File: src/rtl/mfa_expand_pkg.sv
// Types and constants for the MFA expander. The token layout and attribute field
// positions are shared with the store-side controller.
package mfa_expand_pkg;

  localparam int NUM_IDS_DEF   = 3;
  localparam int WIDTH_CNT_DEF = 16;
  localparam int WIDTH_DATA    = 32;
  localparam int POSIT_SHARED  = 31;
  localparam int ATTR_LEN_LSB  = 0;

  typedef struct packed {
    logic                  v;
    logic                  a;
    logic                  r;
    logic [WIDTH_DATA-1:0] d;
  } FTk_t;

  typedef struct packed {
    logic n;
    logic t;
    logic v;
    logic c;
  } BTk_t;

  typedef enum logic [3:0] {
    EXP_INIT,
    EXP_IDS,
    EXP_ATTRIB,
    EXP_SHARED,
    EXP_MASK,
    EXP_DATA,
    EXP_BYPASS,
    EXP_WAITRLS,
    EXP_TERM
  } fsm_mfa_exp;

  function automatic logic tok_acquire(input FTk_t t);
    return t.v & t.a;
  endfunction

  function automatic logic tok_release(input FTk_t t);
    return t.v & t.r;
  endfunction

endpackage

File: src/rtl/mfa_expand_insert.sv
// Shared-value insertion path: holds shared word and mask, walks the mask bit index k,
// and selects shared value vs forwarded input word. Combinational select, registered state.
module mfa_expand_insert
  import mfa_expand_pkg::*;
(
  input  logic                  clock,
  input  logic                  reset,
  input  logic                  ld_sdata,
  input  logic                  ld_mask,
  input  logic                  step,
  input  logic [WIDTH_DATA-1:0] in_dat,
  output logic [WIDTH_DATA-1:0] sel_dat,
  output logic                  mask_bit,
  output logic                  k_last
);

  localparam int KW = $clog2(WIDTH_DATA);
  localparam logic [KW-1:0] K_LAST = KW'(WIDTH_DATA - 1);

  logic [WIDTH_DATA-1:0] r_sdata;
  logic [WIDTH_DATA-1:0] r_mask;
  logic [KW-1:0]         k;

  always_ff @(posedge clock) begin
    if (reset) begin
      r_sdata <= '0;
      r_mask  <= '0;
      k       <= '0;
    end else begin
      if (ld_sdata) r_sdata <= in_dat;
      if (ld_mask) begin
        r_mask <= in_dat;
        k      <= '0;
      end else if (step) begin
        k <= k + KW'(1);
      end
    end
  end

  assign mask_bit = r_mask[k];
  assign k_last   = (k == K_LAST);
  assign sel_dat  = mask_bit ? r_sdata : in_dat;

endmodule

File: src/rtl/mfa_expand.sv
// MFA decoder: strips shared/mask words and re-inserts the shared value at masked positions.
// Output registered (1 cycle); I_BTk.n freezes output and FSM; inserts nack the input side.
module mfa_expand
  import mfa_expand_pkg::*;
#(
  parameter int NUM_IDS   = NUM_IDS_DEF,
  parameter int WIDTH_CNT = WIDTH_CNT_DEF
) (
  input  logic clock,
  input  logic reset,
  input  FTk_t I_FTk,
  output BTk_t O_BTk,
  output FTk_t O_FTk,
  input  BTk_t I_BTk,
  output logic O_Busy,
  output logic O_End,
  output logic O_Err
);

  localparam logic [7:0] ID_LAST = 8'(NUM_IDS - 1);

  fsm_mfa_exp state, next_state;

  logic                  stall, insert, take, rls;
  logic                  mask_bit, k_last;
  logic [WIDTH_DATA-1:0] sel_dat;
  logic [WIDTH_CNT-1:0]  cnt, len, cnt_inc;
  logic                  cnt_hit;
  logic [7:0]            id_cnt;

  FTk_t emit_tok;
  logic ld_len, ld_sdata, ld_mask, step, set_err, id_inc;

  assign stall   = I_BTk.n;
  assign insert  = (state == EXP_DATA) && mask_bit;
  // TERM also refuses input so a back-to-back acquire is not swallowed.
  assign O_BTk.n = I_BTk.n | insert | (state == EXP_TERM);
  assign O_BTk.t = I_BTk.t;
  assign O_BTk.v = I_BTk.v;
  assign O_BTk.c = I_BTk.c;
  assign take    = I_FTk.v & ~O_BTk.n;
  assign rls     = take & tok_release(I_FTk);
  assign cnt_inc = cnt + WIDTH_CNT'(1);
  assign cnt_hit = (cnt_inc == len);

  assign O_Busy = (state != EXP_INIT);
  assign O_End  = (state == EXP_TERM);

  mfa_expand_insert u_insert (
    .clock    (clock),
    .reset    (reset),
    .ld_sdata (ld_sdata),
    .ld_mask  (ld_mask),
    .step     (step),
    .in_dat   (I_FTk.d),
    .sel_dat  (sel_dat),
    .mask_bit (mask_bit),
    .k_last   (k_last)
  );

  always_ff @(posedge clock) begin
    if (reset) state <= EXP_INIT;
    else       state <= next_state;
  end

  always_comb begin
    next_state = state;
    case (state)
      EXP_INIT:
        if (take && tok_acquire(I_FTk))
          next_state = (NUM_IDS == 1) ? EXP_ATTRIB : EXP_IDS;
      EXP_IDS:
        if (rls)                          next_state = EXP_TERM;
        else if (take && id_cnt == ID_LAST) next_state = EXP_ATTRIB;
      EXP_ATTRIB:
        if (rls)       next_state = EXP_TERM;
        else if (take) next_state = I_FTk.d[POSIT_SHARED] ? EXP_SHARED : EXP_BYPASS;
      EXP_SHARED:
        if (rls)       next_state = EXP_TERM;
        else if (take) next_state = (len == '0) ? EXP_WAITRLS : EXP_MASK;
      EXP_MASK:
        if (rls)       next_state = EXP_TERM;
        else if (take) next_state = EXP_DATA;
      EXP_DATA:
        if (mask_bit ? !stall : take) begin
          if (!mask_bit && I_FTk.r) next_state = EXP_TERM;
          else if (cnt_hit)         next_state = EXP_WAITRLS;
          else if (k_last)          next_state = EXP_MASK;
        end
      EXP_BYPASS:  if (rls) next_state = EXP_TERM;
      EXP_WAITRLS: if (rls) next_state = EXP_TERM;
      EXP_TERM:    next_state = EXP_INIT;
      default:     next_state = EXP_INIT;
    endcase
  end

  always_comb begin
    emit_tok = '0;
    ld_len   = 1'b0;
    ld_sdata = 1'b0;
    ld_mask  = 1'b0;
    step     = 1'b0;
    set_err  = 1'b0;
    id_inc   = 1'b0;
    case (state)
      EXP_INIT:
        if (take && tok_acquire(I_FTk)) begin
          emit_tok = I_FTk;
          id_inc   = 1'b1;
        end
      EXP_IDS:
        if (take) begin
          emit_tok = I_FTk;
          set_err  = I_FTk.r;
          id_inc   = ~I_FTk.r;
        end
      EXP_ATTRIB:
        if (take) begin
          emit_tok = I_FTk;
          if (I_FTk.r) set_err = 1'b1;
          else begin
            ld_len                  = 1'b1;
            emit_tok.d[POSIT_SHARED] = 1'b0;
          end
        end
      EXP_SHARED, EXP_MASK:
        if (take) begin
          if (I_FTk.r) begin
            emit_tok = I_FTk;
            set_err  = 1'b1;
          end else begin
            ld_sdata = (state == EXP_SHARED);
            ld_mask  = (state == EXP_MASK);
          end
        end
      EXP_DATA:
        if (mask_bit) begin
          if (!stall) begin
            emit_tok.v = 1'b1;
            emit_tok.d = sel_dat;
            step       = 1'b1;
          end
        end else if (take) begin
          emit_tok = I_FTk;
          set_err  = I_FTk.r;
          step     = ~I_FTk.r;
        end
      EXP_BYPASS:  if (take) emit_tok = I_FTk;
      EXP_WAITRLS: if (rls)  emit_tok = I_FTk;
      default: ;
    endcase
  end

  always_ff @(posedge clock) begin
    if (reset) begin
      O_FTk  <= '0;
      cnt    <= '0;
      len    <= '0;
      id_cnt <= '0;
      O_Err  <= 1'b0;
    end else begin
      if (!stall) O_FTk <= emit_tok;
      if (ld_len) begin
        len <= I_FTk.d[ATTR_LEN_LSB +: WIDTH_CNT];
        cnt <= '0;
      end else if (step) begin
        cnt <= cnt_inc;
      end
      if (id_inc) id_cnt <= (state == EXP_INIT) ? 8'd1 : id_cnt + 8'd1;
      if (state == EXP_TERM) begin
        id_cnt <= '0;
        cnt    <= '0;
      end
      if (set_err) O_Err <= 1'b1;
    end
  end

endmodule

File: config.mk
export PLATFORM = sky130hd
export DESIGN_NAME = mfa_expand
export DESIGN_NICKNAME = d
export VERILOG_FILES = /design/src/rtl/mfa_expand_pkg.sv /design/src/rtl/mfa_expand_insert.sv /design/src/rtl/mfa_expand.sv
export SDC_FILE = /design/constraint.sdc
export NUM_CORES = 1
export LEC_CHECK = 0
export CAP_MARGIN = 20
export CORE_MARGIN = 10
export CORE_UTILIZATION = 50
export CTS_CLUSTER_SIZE = 14
export DETAILED_ROUTE_END_ITERATION = 12
export PLACE_DENSITY = 0.72
export SYNTH_ARGS = -nofsm -noshare
export SYNTH_HDL_FRONTEND = slang
export SYNTH_SLANG_ARGS = --single-unit
File: constraint.sdc
create_clock -name clock -period 7.83 [get_ports clock]
set_input_delay 1.566 -clock clock [delete_from_list [all_inputs] [get_ports clock]]
set_output_delay 1.566 -clock clock [all_outputs]
set_load 0.02 [all_outputs]
Yosys cells after proc, flatten, opt, wreduce, memory -nomap -nowiden --
Cells that the tools add are included. Widths: inputs -> output; s select.
Operators by class: bitwise logic cells 8, add/sub/neg operators 3, equal/unequal tests 19, reductions and logical operators 17, magnitude comparators 1, mux-type cells 52
Operators by type and width (number):
- $mux 35 | 6
- $pmux 35 s6 | 1
- $mux 4 | 14
- $mux 32 | 1
- $pmux 4 s7 | 1
- $mux 1 | 22
- $add 16x1->16 const B | 1
- $eq 16x16->1 | 1
- $eq 4x3->1 const B | 4
- $logic_not 16->1 | 1
- $ne 3x3->1 const B | 4
- $reduce_or 2->1 | 5
- $add 8x1->8 const B | 1
- $eq 4x2->1 const B | 2
- $eq 8x2->1 const B | 1
- $mux 8 | 1
- $reduce_and 8->1 | 1
- $lt 5x6->1 const B | 1
- $reduce_or 3->1 | 2
- $add 5x1->5 const B | 1
- $bmux 1 s5 | 1
- $eq 5x5->1 const B | 1
- $and 1x1->1 | 4
- $eq 4x1->1 const B | 1
- other kinds (14) | 22
Storage, ports and cells: register bits 149, output and inout bits 42, bits of input ports 41, word-level logic and storage cells 112

Logic depth before layout (Yosys ltp) --
Gate-level depths: netlist of run 1.
depth after elaboration 11, gate-level depth with buffers 12, mapped depth without buffers 9

Cells and area by module --
From an unflattened synthesis of run 1, not the netlist that was laid out.
Second synthesis, totals: cell total of the unflattened synthesis 838, area, all modules 7713.6 µm²
Modules (own cells, without submodules):
- mfa_expand | instances 1, sequential area each 1601.5 µm², cells an instance 526, area each 4399.2 µm²
- mfa_expand_insert | instances 1, sequential area each 1381.3 µm², cells an instance 312, area each 3314.4 µm²

Worst setup path before layout of run 1 --
No wires, ideal clock.
path type register -> output, start point register u_insert.k[2], end point output O_BTk[3] in the netlist's numbering, data required time 6.264 ns, cell stages (with the launch flop) 10, setup slack 3.913 ns, data arrival time 2.351 ns, buffers on the path 4, path through dfxtp_1 -> clkbuf_1 -> buf_2 -> mux2i_1 -> a22oi_1 -> and3_1 -> o41ai_1 -> buf_2 -> buf_1 -> nand3_1
RTL lines:
- start: declaration | RTL line mfa_expand_insert.sv:22 | logic [KW-1:0] k;
- start signal: assignment | RTL line mfa_expand_insert.sv:35 | k <= k + KW'(1);
- end: declaration | RTL line mfa_expand.sv:12 | output BTk_t O_BTk,

==> flow_summary_export.csv, run 1 <==
group,metric,value,unit
status,status,"completed",
drt,dr_wl_met2,9558,µm
finish,drive_gt1_frac,0.05215,
yosys,yosysSeqAreaShare,0.4048,
placed_design,place.gp.congestion,0.8738,
global_route,first_global_vias,6372,
yosys,synthCells,934,
worst_setup_path,crit_path_start,"I_BTk[3]",
cts,htreeDepth,4,
timing,fin_skew,0.005008,ns
yosys,synth_nets,980,
timing,slew_violations,0,
finish,fill_cells,1328,
timing,finalCritPeriodShare,0.6403,
pwr,p_int,1.287,mW
yosys,synth_cell_types,67,
drt,drt_iter0_drc,596,
die,rows,44,
drt,dr.pass1.iters,5,
cts,ctsHoldBuffers,0,
worst_setup_path,setup.worst_path.start_class,"input port",
run,cap_viol_max_count,0,
timing,timing.final.ws_setup,2.817,ns
cts,cts.sink_count,149,
pwr,p_clk_frac,0.475,
yosys,synth_top_family_by_area,"simple AND/OR/NAND/NOR gates",
yosys,avgSynthCellArea,7.889,µm²
cts,numCtsBuffers,17,
cts,cts_root_buffer,"clkbuf_16",
worst_setup_path,critPathArrivalTime,3.45,ns
placed_design,port_buffers,76,
timing,final.setup.tns,0,ns
drt,wl,20590,µm
cts,ctsResizeCount,0,
worst_setup_path,critPathMaxFanout,33,
worst_setup_path,cp.required,6.26,ns
global_route,grt_pass1_wl,33410,µm
timing,worstMarginPinSlew,1.005,ns
worst_setup_path,r2r_end,"O_FTk[2]",
placed_design,dpl_worst_slack,2.841,ns
cts,cts_tree,"done",
hold_path,hold_depth,2,
drt,dr_wl_met3,1354,µm
hold_path,hold_start,"O_FTk[34]",
yosys,synthSimpleGateAreaFrac,0.2588,
drt,dr_total_vias,6799,
cts,insertion_delay,0.42,ns
die,coreArea,0.01448,mm²
drt,viasPerCell,5.851,
placed_design,dp_hpwl,13880,µm
yosys,synth_edf_count,0,
pwr,ir_drop,0.1655,mV
die,ios,83,
global_route,grt_max_degree,97,
drt,wl_per_cell,17.72,µm
pwr,seq_power_share,0.459,
global_route,antenna_found_initial,0,
pwr,p_sw_frac,0.2324,
cts,cts.clk_slew.worst_paths,0.06,ns
timing,fmax,199.5,MHz
worst_setup_path,r2r_setup_slack,4.06,ns
drt,drcViolationCount,0,
drt,top_layer,"met4",
yosys,synth-main-ff-cell,"dfxtp_1",
cts,postCtsSetupRepairBufs,0,
yosys,muxShareOfSynthArea,0.05587,
global_route,grt_usage,0.2016,
finish,nNetsFinal,1013,
yosys,ys_ff_latch,149,
yosys,async_reset_ff_frac,0,
yosys,ys_warn_count,0,
die,die_w,141.4,µm
timing,rsz0062_at_grt,"no",
yosys,yosys.area_share.adder,0.008490,
yosys,syn_area,0.007368,mm²
drt,wl_met1,9321,µm
pwr,power.density,192.6,mW/mm²
drt,drtAntennaViolNets,0,
yosys,synth_compound_area_frac,0.1785,
timing,setup_viol,0,
pwr,leakage,3.067,nW
cts,clockBufferDepth,2,
worst_setup_path,critPathKind,"input port to output pin",
pwr,combPwrFrac,0.066,
die,initial_core_util,0.5089,
worst_setup_path,worst_setup_path_end_kind,"output pin",
die,die-area,0.01999,mm²
finish,diodes,0,
yosys,synthXorXnorAreaFrac,0.04755,
pwr,switchingPower,389.8,µW
global_route,overflow,0,
finish,synthToLayoutAreaGrowth,18.19,%
worst_setup_path,r2r_cells,8,
timing,slew_headroom,0.3300,
worst_setup_path,r2r_start,"u_insert.k[1]",
timing,period_minus_slack,5.013,ns
timing,hold_violations,0,
hold_path,min-delay-path-class,"flop to flop",
die,die_y,141.4,µm
hold_path,holdPathEnd,"O_FTk[34]",
[power by group through the flow]
stage          registers, mW  clock network, mW  logic, mW
6_report               0.769              0.797      0.111
2_1_floorplan          0.787                  0     0.0553
5_1_grt                0.769              0.839      0.119
3_5_place_dp           0.786                  0      0.109
3_3_place_gp           0.786                  0      0.109
4_1_cts                0.769              0.808      0.110
[how the worst max path moves through the flow]
stage | slack, ns | to | cells past startpoint
after global placement | 2.85 | O_BTk[3] | 5
final | 2.82 | O_BTk[3] | 5
after CTS | 2.82 | O_BTk[3] | 5
after floorplan | 3.91 | O_BTk[3] | 9
after global routing | 2.70 | O_BTk[3] | 7
after detailed placement | 2.84 | O_BTk[3] | 5
[registers in the layout (all words and copies together) (netlist names)]
signal            flops
state                 4
u_insert.r_sdata     32
O_FTk                35
O_Err                 1
u_insert.r_mask      32
cnt                  16
u_insert.k            5
id_cnt                8
len                  16
[area by class of cell]
class | count | area (µm²) | area share
clock inverter | 9 | 102.6 | 0.01178
sequential | 149 | 2983 | 0.3425
tap | 184 | 230.2 | 0.02644
timing repair buffer | 87 | 852.1 | 0.09784
inverter | 7 | 26.28 | 0.003017
multi-input combinational | 705 | 4054 | 0.4655
clock buffer | 21 | 460.4 | 0.05287
[logic make-up after synthesis]
group / Yosys count
and+or+nand+nor: 403
AOI/OAI and AO/OA: 219
DFF: 149
buffers and inverters: 80
xor gates and xnor gates: 40
muxes: 38
adders and majority gates: 5
[per-layer routing]
layer	global-route usage	vias to the layer above
met2	0.3148	234
met3	0.04840	29
li1	-	3346
met5	0	-
met4	0.06401	0
met1	0.2680	3190
[cells in the final DEF (no fill, tap or decap), types with 28 or more instances in the layout]
master / instances
clkdlybuf4s50_1: 75
mux2i_1: 34
nor3_1: 33
nand2_1: 184
nor2_1: 62
xor2_1: 28
o21ai_0: 30
dfxtp_1: 149
a21oi_1: 118
[cell usage after synthesis (4+ instances only)]
| master | count | area [µm²] |
|---|---|---|
| nand4_1 | 15 | 93.84 |
| o211ai_1 | 4 | 30.03 |
| inv_1 | 6 | 22.52 |
| o21ai_0 | 31 | 155.2 |
| xor2_1 | 28 | 245.2 |
| a21oi_1 | 118 | 590.6 |
| nor2_1 | 62 | 232.7 |
| and3_1 | 20 | 125.1 |
| a22o_1 | 10 | 87.58 |
| or3_1 | 20 | 125.1 |
| dfxtp_1 | 149 | 2983 |
| xnor2_1 | 12 | 105.1 |
| and2_1 | 9 | 56.30 |
| nand3_1 | 18 | 90.09 |
| buf_4 | 4 | 30.03 |
| and4_1 | 5 | 43.79 |
| a22oi_1 | 17 | 127.6 |
| nand2_1 | 184 | 690.7 |
| ha_1 | 5 | 62.56 |
| nor4_1 | 7 | 43.79 |
| nand2b_1 | 4 | 25.02 |
| a221oi_1 | 4 | 35.03 |
| buf_2 | 10 | 50.05 |
| nor2b_1 | 10 | 62.56 |
| clkbuf_1 | 52 | 195.2 |
| nor3_1 | 33 | 165.2 |
| mux2i_1 | 34 | 340.3 |
[through the flow]
step,instance area (µm²),hold WS [ns],total power [mW],utilization,std cells
2_1_floorplan,7368,0.4320,0.8421,-,934
3_3_place_gp,8119,0.4250,0.8946,0.5608,1130
3_5_place_dp,8145,0.4331,0.8948,0.5626,1132
4_1_cts,8708,0.4410,1.687,0.6015,1162
5_1_grt,8708,0.4654,1.727,0.6015,1162
6_report,8708,0.4382,1.677,0.6015,1162
[critical path, stage by stage]
cell             delay (ns)
clkdlybuf4s50_1        0.46
buf_4                  0.32
clkinv_1               0.32
nand3_1                0.15
clkdlybuf4s50_1        0.62
(Power assumes the default switching activity.)
==> run 2, diff against run 1 <==
==> constraint.sdc (replaced) <==
create_clock -name clock -period 4.9 [get_ports clock]
set_input_delay 0.98 -clock clock [delete_from_list [all_inputs] [get_ports clock]]
set_output_delay 0.98 -clock clock [all_outputs]
set_load 0.02 [all_outputs]
==> run 2 against run 1 <==
Compared with the run above:
- clock power increased by 57%
- final area is 0.19% higher
- combinational power grew 60%
- sequential power up 60%
- via count is 1.3% higher
- clock skew increased by 0.0039 ns
- wire length is 1.9% higher
- critical endpoint unchanged
==> flow_summary_export.csv, run 2 (synthesized netlist as in run 1, its figures left out) <==
group,metric,value,unit
status,status,"completed",
cts,cts_root_buffer,"clkbuf_16",
worst_setup_path,crit_slowest_cell,"dfxtp_1",
cts,postCtsSetupRepairBufs,0,
placed_design,dp_hpwl,14190,µm
drt,viasPerCell,5.901,
finish,largestRegisters,"O_FTk x35, u_insert.r_mask x32, u_insert.r_sdata x32",
placed_design,dpl_worst_slack,1.079,ns
timing,final.setup.tns,0,ns
placed_design,port_buffers,76,
drt,drt_iter0_drc,687,
hold_path,hold_start,"u_insert.r_sdata[26]",
timing,holdWs,0.4504,ns
global_route,first_global_vias,6426,
die,coreArea,0.01448,mm²
timing,hold_violations,0,
finish,synthToLayoutAreaGrowth,18.41,%
global_route,grt_usage,0.2060,
drt,drtAntennaViolNets,0,
finish,layout_common_cells,"nand2_1 (184), dfxtp_1 (149), a21oi_1 (118)",
worst_setup_path,cp.required,3.92,ns
finish,largest_reg_flops,35,
finish,regArea,0.002983,mm²
cts,cts_tree,"done",
worst_setup_path,critPathArrivalTime,3.25,ns
finish,nNetsFinal,1016,
finish,diodes,0,
worst_setup_path,r2r_start,"u_insert.k[1]",
worst_setup_path,setup.worst_path.start_class,"flop",
hold_path,min-delay-path-class,"flop to flop",
pwr,ir_drop,0.2558,mV
cts,ctsHoldBuffers,0,
die,ios,83,
timing,rsz0062_at_grt,"no",
worst_setup_path,crit_path_start,"u_insert.k[1]",
timing,fin_skew,0.008899,ns
global_route,overflow,0,
finish,fill_cells,1335,
timing,fmax,236.4,MHz
cts,cts.clk_slew.worst_paths,0.06,ns
die,die_w,141.4,µm
pwr,leakage,3.078,nW
die,die-area,0.01999,mm²
timing,setup_viol,0,
worst_setup_path,slowest_delay,0.68,ns
drt,wl,20980,µm
timing,slew_headroom,0.4365,
global_route,antenna_found_initial,0,
global_route,grt_max_degree,82,
finish,multiInputGateArea,0.004054,mm²
run,cap_viol_max_count,0,
worst_setup_path,crit_path_cell_trace,"mux4_2, a2bb2oi_1, and4_1, o41ai_2, nand3_1, clkdlybuf4s50_1",
drt,dr.pass1.iters,5,
cts,numCtsBuffers,17,
timing,timing.final.ws_setup,0.6691,ns
finish,utilization,0.6026,
worst_setup_path,critPathKind,"flop to output pin",
finish,drive_gt1_frac,0.05900,
pwr,power.density,305.0,mW/mm²
worst_setup_path,critPathMaxFanout,12,
cts,htreeDepth,4,
cts,ctsResizeCount,0,
worst_setup_path,worst_setup_path_end_kind,"output pin",
cts,cts.sink_count,149,
die,initial_core_util,0.5089,
cts,clockBufferDepth,2,
finish,regMostFlops,"O_FTk",
drt,drcViolationCount,0,
finish,final_common_cell,"nand2_1",
die,die_y,141.4,µm
timing,finalCritPeriodShare,0.8634,
timing,slew_violations,0,
pwr,power,2.661,mW
timing,period_minus_slack,4.231,ns
drt,wl_per_cell,17.98,µm
timing,worstMarginPinSlew,0.8422,ns
drt,dr_total_vias,6886,
cts,insertion_delay,0.42,ns
global_route,grt_pass1_wl,33900,µm
die,rows,44,
placed_design,place.gp.congestion,0.9142,
## run 2: report_power, final
| part | switching (mW) | internal, mW | total, mW |
|---|---|---|---|
| clock | 0.517 | 0.737 | 1.25 |
| sequential | 0.0100 | 1.22 | 1.23 |
| combinational | 0.109 | 0.0697 | 0.178 |
| total | 0.636 | 2.03 | 2.66 |
## run 2: layer usage
metal	share of wire	wire [µm]	up-vias	global-route usage
met5	0	0	-	0
met4	0.016	343	0	0.05756
met3	0.064	1342	26	0.05507
met2	0.47	9845	221	0.3266
met1	0.45	9449	3283	0.2694
li1	-	-	3356	-
## run 2: area by class of cell
| class | instances | area share |
|---|---|---|
| clock buffer | 20 | 0.05349 |
| clock inverter | 12 | 0.01162 |
| inverter | 7 | 0.003012 |
| multi-input combinational | 705 | 0.4646 |
| sequential | 149 | 0.3419 |
| tap | 184 | 0.02639 |
| timing repair buffer | 90 | 0.09895 |
## run 2: path summary, 6_finish.rpt
path                                        endpoint  slack (ns)  cells after the start
worst max-delay path                        O_BTk[3]        0.67                      6
worst min-delay path            u_insert.r_sdata[26]        0.45                      2
worst max register to register              O_FTk[2]        1.08                      9
worst min register to register  u_insert.r_sdata[26]        0.45                      2
## run 2: per-stage QoR
| stage | instances | area (µm²) |
|---|---|---|
| after floorplan | 934 | 7368 |
| after global placement | 1135 | 8157 |
| after detailed placement | 1135 | 8157 |
| after CTS | 1167 | 8725 |
| after global routing | 1167 | 8725 |
| final | 1167 | 8725 |
## run 2: critical path, delay by kind of cell (launching register included)
family	cells	cell delay [ns]
DFF	1	0.68
AOI/OAI and AO/OA	2	0.63
muxes	1	0.57
buffers and inverters	1	0.57
and+or+nand+nor	2	0.37
